**config.mk**
```make
export PLATFORM = sky130hd
export DESIGN_NAME = rv_stage_sequencer_flat
export DESIGN_NICKNAME = d
export VERILOG_FILES = /design/src/rtl/rv_stage_sequencer_if.sv /design/src/rtl/rv_stage_sequencer.sv /design/src/flat_wrapper.sv
export SDC_FILE = /design/constraint.sdc
export NUM_CORES = 1
export LEC_CHECK = 0
export CORE_MARGIN = 5
export CORE_UTILIZATION = 65
export CTS_CLUSTER_DIAMETER = 150
export CTS_CLUSTER_SIZE = 10
export DETAILED_ROUTE_END_ITERATION = 16
export DONT_BUFFER_PORTS = 1
export PLACE_DENSITY = 0.88
export SLEW_MARGIN = 15
export SYNTH_ARGS = -nofsm -noshare
export SYNTH_HDL_FRONTEND = slang
export SYNTH_SLANG_ARGS = --single-unit
```
**constraint.sdc**
```tcl
create_clock -name CLK -period 4.12 [get_ports CLK]
set_input_delay 0.824 -clock CLK [delete_from_list [all_inputs] [get_ports CLK]]
set_output_delay 0.824 -clock CLK [all_outputs]
set_load 0.05 [all_outputs]
```
**src/rtl/rv_stage_sequencer_if.sv**
```systemverilog
// Handshake and strobe bundle between rv_stage_sequencer (master) and the rv_cpu datapath
// and memories (slave).
interface rv_stage_sequencer_if;
    logic       run;
    logic       illegal;
    logic       is_mem;
    logic       imem_req;
    logic       imem_ack;
    logic       dmem_req;
    logic       dmem_ack;
    logic       fetch_en;
    logic       decode_en;
    logic       exec_en;
    logic       wb_en;
    logic       commit;
    logic [2:0] state;
    logic       trap;
    logic [1:0] trap_cause;

    modport master (
        input  run, illegal, is_mem, imem_ack, dmem_ack,
        output imem_req, dmem_req, fetch_en, decode_en, exec_en, wb_en, commit,
        output state, trap, trap_cause
    );

    modport slave (
        output run, illegal, is_mem, imem_ack, dmem_ack,
        input  imem_req, dmem_req, fetch_en, decode_en, exec_en, wb_en, commit,
        input  state, trap, trap_cause
    );
endinterface

```
**src/rtl/rv_stage_sequencer.sv**
```systemverilog
// Multicycle control FSM stepping fetch/decode/exec/mem/writeback for rv_cpu.
// Define RV_SEQ_PERF_EN to add the cycle_cnt / instret_cnt performance counters.
module rv_stage_sequencer #(
    parameter int unsigned TIMEOUT_CYCLES = 255
`ifdef RV_SEQ_PERF_EN
    ,
    parameter int unsigned CNT_W = 32
`endif
) (
    input  logic                   CLK,
    input  logic                   RST,
    rv_stage_sequencer_if.master   bus
`ifdef RV_SEQ_PERF_EN
    ,
    output logic [CNT_W-1:0]       cycle_cnt,
    output logic [CNT_W-1:0]       instret_cnt
`endif
);

    localparam int unsigned WaitW = (TIMEOUT_CYCLES > 2) ? $clog2(TIMEOUT_CYCLES) : 1;

    typedef enum logic [2:0] {
        StIdle   = 3'd0,
        StFetch  = 3'd1,
        StDecode = 3'd2,
        StExec   = 3'd3,
        StMem    = 3'd4,
        StWb     = 3'd5,
        StTrap   = 3'd6
    } state_e;

    state_e           state_q, state_d;
    logic [WaitW-1:0] wait_q, wait_d;
    logic             is_mem_q, is_mem_d;
    logic [1:0]       cause_q, cause_d;

    logic             timeout_hit;
    logic [WaitW-1:0] wait_inc;

    // Saturate so a disabled timeout never wraps the counter back to a trap value.
    assign wait_inc    = (wait_q == {WaitW{1'b1}}) ? wait_q : wait_q + 1'b1;
    assign timeout_hit = (TIMEOUT_CYCLES != 0) && (wait_q == WaitW'(TIMEOUT_CYCLES - 1));

    always_comb begin
        state_d  = state_q;
        wait_d   = wait_q;
        is_mem_d = is_mem_q;
        cause_d  = cause_q;
        case (state_q)
            StIdle: begin
                if (bus.run) begin
                    state_d = StFetch;
                    wait_d  = '0;
                end
            end
            StFetch: begin
                if (bus.imem_ack) begin
                    state_d = StDecode;
                end else if (timeout_hit) begin
                    state_d = StTrap;
                    cause_d = 2'd2;
                end else begin
                    wait_d = wait_inc;
                end
            end
            StDecode: begin
                if (bus.illegal) begin
                    state_d = StTrap;
                    cause_d = 2'd1;
                end else begin
                    state_d  = StExec;
                    is_mem_d = bus.is_mem;
                end
            end
            StExec: begin
                if (is_mem_q) begin
                    state_d = StMem;
                    wait_d  = '0;
                end else begin
                    state_d = StWb;
                end
            end
            StMem: begin
                if (bus.dmem_ack) begin
                    state_d = StWb;
                end else if (timeout_hit) begin
                    state_d = StTrap;
                    cause_d = 2'd3;
                end else begin
                    wait_d = wait_inc;
                end
            end
            StWb: begin
                if (bus.run) begin
                    state_d = StFetch;
                    wait_d  = '0;
                end else begin
                    state_d = StIdle;
                end
            end
            StTrap: begin
                state_d = StTrap;
            end
            default: begin
                state_d = StIdle;
            end
        endcase
    end

    always_ff @(posedge CLK or posedge RST) begin
        if (RST) begin
            state_q  <= StIdle;
            wait_q   <= '0;
            is_mem_q <= 1'b0;
            cause_q  <= 2'd0;
        end else begin
            state_q  <= state_d;
            wait_q   <= wait_d;
            is_mem_q <= is_mem_d;
            cause_q  <= cause_d;
        end
    end

    // Moore decode of the registered state; reset forces StIdle so every strobe drops at once.
    always_comb begin
        bus.imem_req   = 1'b0;
        bus.fetch_en   = 1'b0;
        bus.decode_en  = 1'b0;
        bus.exec_en    = 1'b0;
        bus.dmem_req   = 1'b0;
        bus.wb_en      = 1'b0;
        bus.commit     = 1'b0;
        bus.trap       = 1'b0;
        bus.state      = state_q;
        bus.trap_cause = cause_q;
        case (state_q)
            StFetch: begin
                bus.imem_req = 1'b1;
                bus.fetch_en = bus.imem_ack;
            end
            StDecode: bus.decode_en = 1'b1;
            StExec:   bus.exec_en   = 1'b1;
            StMem:    bus.dmem_req  = 1'b1;
            StWb: begin
                bus.wb_en  = 1'b1;
                bus.commit = 1'b1;
            end
            StTrap:   bus.trap      = 1'b1;
            default:  ;
        endcase
    end

`ifdef RV_SEQ_PERF_EN
    logic [CNT_W-1:0] cycle_q, cycle_d;
    logic [CNT_W-1:0] instret_q, instret_d;

    always_comb begin
        cycle_d   = cycle_q;
        instret_d = instret_q;
        if (state_q != StIdle && state_q != StTrap) begin
            cycle_d = cycle_q + 1'b1;
        end
        if (state_q == StWb) begin
            instret_d = instret_q + 1'b1;
        end
    end

    always_ff @(posedge CLK or posedge RST) begin
        if (RST) begin
            cycle_q   <= '0;
            instret_q <= '0;
        end else begin
            cycle_q   <= cycle_d;
            instret_q <= instret_d;
        end
    end

    assign cycle_cnt   = cycle_q;
    assign instret_cnt = instret_q;
`endif

endmodule

```
**src/flat_wrapper.sv**
```systemverilog
// flat-port wrapper written by rule: the top's interface ports become plain ports
module rv_stage_sequencer_flat 
#(
    parameter int unsigned TIMEOUT_CYCLES = 255

)
  (CLK, RST, bus_run, bus_illegal, bus_is_mem, bus_imem_ack, bus_dmem_ack, bus_imem_req, bus_dmem_req, bus_fetch_en, bus_decode_en, bus_exec_en, bus_wb_en, bus_commit, bus_state, bus_trap, bus_trap_cause);
  rv_stage_sequencer_if bus_i ();
  input  logic CLK;
  input  logic RST;
  input wire logic [$bits(bus_i.run)-1:0] bus_run;
  input wire logic [$bits(bus_i.illegal)-1:0] bus_illegal;
  input wire logic [$bits(bus_i.is_mem)-1:0] bus_is_mem;
  input wire logic [$bits(bus_i.imem_ack)-1:0] bus_imem_ack;
  input wire logic [$bits(bus_i.dmem_ack)-1:0] bus_dmem_ack;
  output wire logic [$bits(bus_i.imem_req)-1:0] bus_imem_req;
  output wire logic [$bits(bus_i.dmem_req)-1:0] bus_dmem_req;
  output wire logic [$bits(bus_i.fetch_en)-1:0] bus_fetch_en;
  output wire logic [$bits(bus_i.decode_en)-1:0] bus_decode_en;
  output wire logic [$bits(bus_i.exec_en)-1:0] bus_exec_en;
  output wire logic [$bits(bus_i.wb_en)-1:0] bus_wb_en;
  output wire logic [$bits(bus_i.commit)-1:0] bus_commit;
  output wire logic [$bits(bus_i.state)-1:0] bus_state;
  output wire logic [$bits(bus_i.trap)-1:0] bus_trap;
  output wire logic [$bits(bus_i.trap_cause)-1:0] bus_trap_cause;
  assign bus_i.run = bus_run;
  assign bus_i.illegal = bus_illegal;
  assign bus_i.is_mem = bus_is_mem;
  assign bus_i.imem_ack = bus_imem_ack;
  assign bus_i.dmem_ack = bus_dmem_ack;
  assign bus_imem_req = bus_i.imem_req;
  assign bus_dmem_req = bus_i.dmem_req;
  assign bus_fetch_en = bus_i.fetch_en;
  assign bus_decode_en = bus_i.decode_en;
  assign bus_exec_en = bus_i.exec_en;
  assign bus_wb_en = bus_i.wb_en;
  assign bus_commit = bus_i.commit;
  assign bus_state = bus_i.state;
  assign bus_trap = bus_i.trap;
  assign bus_trap_cause = bus_i.trap_cause;
  rv_stage_sequencer #(.TIMEOUT_CYCLES(TIMEOUT_CYCLES)) u_core (.CLK(CLK), .RST(RST), .bus(bus_i));
endmodule
```
==> flow_summary.ini, run 1 <==
[worst_setup_path]
rr_worst_depth = 5
crit_path_top_delay_cell = dfrtp_1
path_class = flop to primary output
worstPathMaxFanout = 15
start_kind = flop
crit_chain = inv_2 > nor3_2
cp-end-kind = primary output
cp_top_family = flip-flops
critPathRequiredTime_ns = 3.30
critPathArrivalTime_ns = 2.22
critPathBufInv = 1
slowest_delay_ns = 0.90
worstSetupPathDepth = 2

[logic_synthesis]
ys_ff_latch = 14
synth_fp_nets = 120
syn_inst = 111
netlist_area_um2 = 927
avgSynthCellArea_um2 = 8.35
synth.distinct_cells = 35
synth_warnings = 0
seq_area_frac_synth_pct = 37.8

[timing]
drv_slew = 0
fin_crit_sh_pct = 73.9
setup_slack_ns = 1.08
timing.final.crit_period_ns = 3.04
holdWs_ns = 0.436
fin_skew_ns = 0.00769
max-slew-margin-rel_pct = 36.6
tightest_slew_ns = 0.948
final-hold-violation-count = 0
grt_setup_unrepaired = false
fmax_mhz = 328
setup_violations = 0
fin_tns_setup_ns = 0

[global_route]
gr-total-overflow = 0
antenna_found_initial = 0
grt_max_degree = 19
grt_pass1_wl_mm = 3.26
grtUsageTotal_pct = 20.5
grt_pass1_vias = 739

[place]
io_buffer_count = 0
place_congestion = 0.867
dp_hpwl_mm = 1.44
placed_area_um2 = 940
dpl.cell_count = 122
dpl_worst_slack_ns = 1.41

[detailed_routing]
via_count = 826
dr.pass1.iters = 4
dr_wl_met2_um = 873
wl_per_cell_um = 15.2
drt_wl_total_mm = 1.92
top_layer = met4
via_per_inst = 6.56
drt-met1-wl_um = 899
ant_nets = 0
drt_iter0_drc = 29
wl_met3_um = 116
drc = 0

[cells_and_area]
layout-drive-gt1-share_pct = 10.8
syn2layout_area_growth_pct = 5.26
final_cell_area_um2 = 976
n_antenna_cell = 0
layoutNonFillerInstCount = 126
fin_nets = 121
fin_util_pct = 74.1
layout_commonest_cell = dfrtp_1
n_fill_cell = 93
layout_common_cells = dfrtp_1, a21oi_1, nand2_1, nor2_1

[clock_network]
clock-sinks = 14
cts_setup_buffers = 0
path_clk_slew_ns = 0.09
cts_resized = 0
cts_buffers = 3
clockBufferDepth = 2
cts_htree_levels = 1
tritoncts = yes
ctsHoldBuffers = 0
cts_root_buffer = clkbuf_4
clock_latency_ns = 0.29

[die]
initial_core_util_pct = 70.4
num_rows = 13
core_area_um2 = 1320
die_area_um2 = 2280
die_y_um = 47.8
dieWidth_um = 47.8
ioPinCount = 20

[run_status]
status = complete, no violations

[hold_path]
hp-class = input pin to async pin

[power]
irDropWorstVdd_mv = 0.688
powerDensity_nw_per_um2 = 802
p_leak_nw = 0.412
power_uw = 783

[job]
max-cap-violations = 0
[routing by layer]
metal	up-vias	global-route usage (%)
li1	407	-
met1	386	27.7
met2	30	30.1
met3	3	4.89
met4	0	10.8
met5	-	0
[where the power goes]
part	internal, mW	leakage, nW	switching, mW	total, mW
Clock	0.0539	0.0210	0.0480	0.102
Combinational	0.119	0.210	0.255	0.374
Sequential	0.169	0.181	0.137	0.306
[Yosys cell counts]
cell type	number	area, um^2
a2111oi_0	1	8.76
a211o_1	1	8.76
a21oi_1	12	60.1
a31oi_1	1	6.26
and4_1	2	17.5
buf_2	1	5.00
buf_4	1	7.51
buf_6	1	11.3
clkbuf_1	3	11.3
dfrtp_1	14	350
ha_1	2	25.0
inv_1	7	26.3
inv_2	1	3.75
mux2_2	1	11.3
mux2_4	1	15.0
nand2_1	12	45.0
nand2b_1	1	6.26
nand2b_4	1	13.8
nand3_1	5	25.0
nand3b_1	1	7.51
nand4_1	1	6.26
nand4bb_1	1	11.3
nor2_1	8	30.0
nor2b_1	3	18.8
nor3_1	3	15.0
nor4_1	1	6.26
o2111a_1	1	11.3
o21a_1	1	7.51
o21ai_0	7	35.0
o221ai_1	2	17.5
o31ai_1	4	30.0
o32ai_1	1	8.76
or3_1	4	25.0
or4_1	4	30.0
xor2_1	1	8.76
[logic make-up after synthesis]
group	Yosys count	share of synthesized area [%]
flops	14	37.8
xor+xnor	1	0.945
buf+inv	14	7.02
fa+ha+maj	2	2.70
simple gates	47	27.8
compound gates	31	20.9
mux	2	2.83
[area by class of cell]
cell class / instances / area (um^2) / area share [%]
clock buffers: 4 / 36.3 / 3.72
inverters: 8 / 30.0 / 3.08
multi-input cells: 83 / 522 / 53.5
flip-flops and latches: 14 / 350 / 35.9
well taps: 15 / 18.8 / 1.92
repair buffers: 2 / 18.8 / 1.92
[registers in the layout, summed over array words and instances, names as in the netlist]
signal and count:
u_core.bus.state 3, u_core.is_mem_q 1, u_core.bus.trap_cause 2, u_core.wait_q 8
[final timing paths]
path	startpoint	endpoint	slack (ns)
setup / recovery	u_core.bus.state[1]$_DFFE_PP0P_	bus_decode_en	1.08
min in group CLK	u_core.is_mem_q$_DFFE_PP0P_	u_core.is_mem_q$_DFFE_PP0P_	0.54
hold reg to reg	u_core.is_mem_q$_DFFE_PP0P_	u_core.is_mem_q$_DFFE_PP0P_	0.54
setup reg to reg	u_core.bus.state[1]$_DFFE_PP0P_	u_core.wait_q[6]$_DFFE_PP0P_	1.42
hold / removal	RST	u_core.bus.state[2]$_DFFE_PP0P_	0.44
max in group asynchronous	RST	u_core.wait_q[1]$_DFFE_PP0P_	3.34
(Power assumes the default switching activity.)
==> inputs of run 2 (changes only) <==
--- a/config.mk
+++ b/config.mk
@@ -5,13 +5,14 @@
 export SDC_FILE = /design/constraint.sdc
 export NUM_CORES = 1
 export LEC_CHECK = 0
+export ABC_AREA = 1
 export CORE_MARGIN = 5
-export CORE_UTILIZATION = 65
+export CORE_UTILIZATION = 55
 export CTS_CLUSTER_DIAMETER = 150
 export CTS_CLUSTER_SIZE = 10
 export DETAILED_ROUTE_END_ITERATION = 16
 export DONT_BUFFER_PORTS = 1
-export PLACE_DENSITY = 0.88
+export PLACE_DENSITY = 0.8
 export SLEW_MARGIN = 15
 export SYNTH_ARGS = -nofsm -noshare
 export SYNTH_HDL_FRONTEND = slang
==> constraint.sdc (replaced) <==
create_clock -name CLK -period 2.7 [get_ports CLK]
set_input_delay 0.54 -clock CLK [delete_from_list [all_inputs] [get_ports CLK]]
set_output_delay 0.54 -clock CLK [all_outputs]
set_load 0.05 [all_outputs]
==> run 2 against run 1 <==
Worst setup slack got worse by 0.71 ns. Die area is 22% higher. Cell count rose by 40%. Clock skew down 0.0066 ns. Largest cell class unchanged.
==> flow_summary.ini, run 2 <==
[run_status]
status = complete, no violations

[global_route]
gr-total-overflow = 0
grt_pass1_wl_mm = 3.53
grt_max_degree = 15
grt_pass1_vias = 842
antenna_found_initial = 0
grtUsageTotal_pct = 17.0

[logic_synthesis]
synth-edff-count = 0
synth.distinct_cells = 22
synthTopCellsByArea = dfrtp_1, nand2_1, nand3_1, nor2_1, inv_1
netlist_area_um2 = 1000
ys_ff_latch = 14
synth_warnings = 0
avgSynthCellArea_um2 = 6.73
yosysTopAreaCell = dfrtp_1
seq_area_frac_synth_pct = 35.0
ys.flop_type = dfrtp_1
syn_inst = 149
synth_fp_nets = 158
yosysTopAreaCellShare_pct = 35.0
async_flop_share_pct = 100
synth_common_cells = nand2_1, nand3_1, nor2_1
yosysMostFrequentCell = nand2_1

[worst_setup_path]
critPathArrivalTime_ns = 1.79
rr_worst_depth = 6
r2r-start = u_core.bus.state[0]$_DFFE_PP0P_
reg2reg_slack_ns = 0.79
cp-end-kind = primary output
worstPathMaxFanout = 9
path_class = flop to primary output
r2r_end = u_core.bus.state[0]$_DFFE_PP0P_
start_kind = flop
critPathRequiredTime_ns = 2.16

[clock_network]
clock-sinks = 14
clockBufferDepth = 2
cts_setup_buffers = 0
clock_latency_ns = 0.27
cts_resized = 0
tritoncts = yes
cts_buffers = 3
cts_root_buffer = clkbuf_4
ctsHoldBuffers = 0
path_clk_slew_ns = 0.08
cts_htree_levels = 1

[detailed_routing]
drc = 0
wl_per_cell_um = 11.5
drt_wl_total_mm = 2.03
drt_iter0_drc = 29
drt-met1-wl_um = 948
wl_met3_um = 132
via_per_inst = 5.38
ant_nets = 0
dr_wl_met2_um = 913
top_layer = met4
dr.pass1.iters = 4
via_count = 947

[die]
dieWidth_um = 52.7
die_y_um = 52.7
ioPinCount = 20
initial_core_util_pct = 58.0
die_area_um2 = 2780
core_area_um2 = 1730
num_rows = 15

[timing]
drv_slew = 0
setup_violations = 0
timing.final.crit_period_ns = 2.33
setup_slack_ns = 0.369
tightest_slew_ns = 0.690
fin_skew_ns = 0.00106
fmax_mhz = 429
max-slew-margin-rel_pct = 54.0
fin_tns_setup_ns = 0
fin_crit_sh_pct = 86.3
grt_setup_unrepaired = false
final-hold-violation-count = 0

[cells_and_area]
syn2layout_area_growth_pct = 5.12
layout_commonest_cell = nand2_1
n_fill_cell = 169
largest_reg_flops = 8
multi_input_area_um2 = 563
layout-drive-gt1-share_pct = 11.3
largest_register = u_core.wait_q
regArea_um2 = 350
fin_nets = 162
n_antenna_cell = 0
layout_common_cells = nand2_1, nand3_1, nor2_1, inv_1, dfrtp_1

[place]
dp_hpwl_mm = 1.56
io_buffer_count = 0
dpl_worst_slack_ns = 0.663
place_congestion = 0.793

[power]
clockPowerShare_pct = 8.9
p_int_uw = 502
switchingPower_uw = 790
p_leak_nw = 0.571
irDropWorstVdd_mv = 0.614
seqPwrFrac_pct = 38.6
switching_share_pct = 61.2
pwr-share-comb_pct = 52.5
powerDensity_nw_per_um2 = 1230

[hold_path]
hp-class = input pin to async pin

[job]
max-cap-violations = 0
==> run 2: cell types whose count changed after synthesis, sizes merged, moves of 8 or more <==
| cell | before | now |
|---|---|---|
| nand3 | 5 | 24 |
| a21oi | 12 | 4 |
| inv | 8 | 19 |
| nor2 | 8 | 21 |
| nand2 | 12 | 50 |
==> run 2: per-layer routing <==
metal | vias to the layer above | track usage, %
met5 | - | 0
met1 | 430 | 21.8
met3 | 6 | 2.85
li1 | 478 | -
met2 | 33 | 28.3
met4 | 0 | 6.38
==> run 2: cells by family after synthesis <==
logic type / after synthesis / synth area share [%]
compound gates: 11 / 6.24
xor+xnor: 3 / 2.62
fa+ha+maj: 2 / 2.50
buf+inv: 22 / 8.86
flops: 14 / 35.0
simple gates: 97 / 44.8
==> run 2: how the worst max path moves through the flow <==
stage | endpoint | cells past startpoint | slack (ns) | startpoint
5_1_grt | bus_fetch_en | 2 | 0.26 | u_core.bus.state[0]$_DFFE_PP0P_
4_1_cts | bus_exec_en | 2 | 0.36 | u_core.bus.state[0]$_DFFE_PP0P_
6_report | bus_exec_en | 2 | 0.37 | u_core.bus.state[0]$_DFFE_PP0P_
3_5_place_dp | bus_exec_en | 2 | 0.66 | u_core.bus.state[0]$_DFFE_PP0P_
3_3_place_gp | bus_exec_en | 2 | 0.70 | u_core.bus.state[0]$_DFFE_PP0P_
2_1_floorplan | bus_wb_en | 4 | 0.49 | u_core.bus.state[0]$_DFFE_PP0P_
==> run 2: final cells by class <==
type                       instances  area share [%]
inverter                          19            6.77
clock buffer                       3            2.14
sequential                        14            33.3
multi-input combinational        113            53.4
timing repair buffer               2            1.43
tap                               25            2.97
==> run 2: power by group through the flow <==
stage / sequential, mW / clock, mW / combinational [mW]
floorplan: 0.461 / 0 / 0.610
global placement: 0.501 / 0 / 0.664
detailed placement: 0.503 / 0 / 0.678
CTS: 0.498 / 0.118 / 0.680
global route: 0.511 / 0.131 / 0.757
finish: 0.498 / 0.115 / 0.678
==> run 2: worst max-delay path: stages, from the launching register on <==
cell and delay (ns):
dfrtp_1 0.79, nand3_1 0.30, inv_1 0.43
==> run 2: stage by stage <==
stage	hold slack [ns]	total power [mW]	util (%)	cell area [um^2]	cells
floorplan	0.429	1.07	-	1000	149
global placement	0.503	1.16	59.7	1030	173
detailed placement	0.509	1.18	59.7	1030	173
CTS	0.210	1.30	61.0	1050	176
global route	0.239	1.40	61.0	1050	176
finish	0.193	1.29	61.0	1050	176
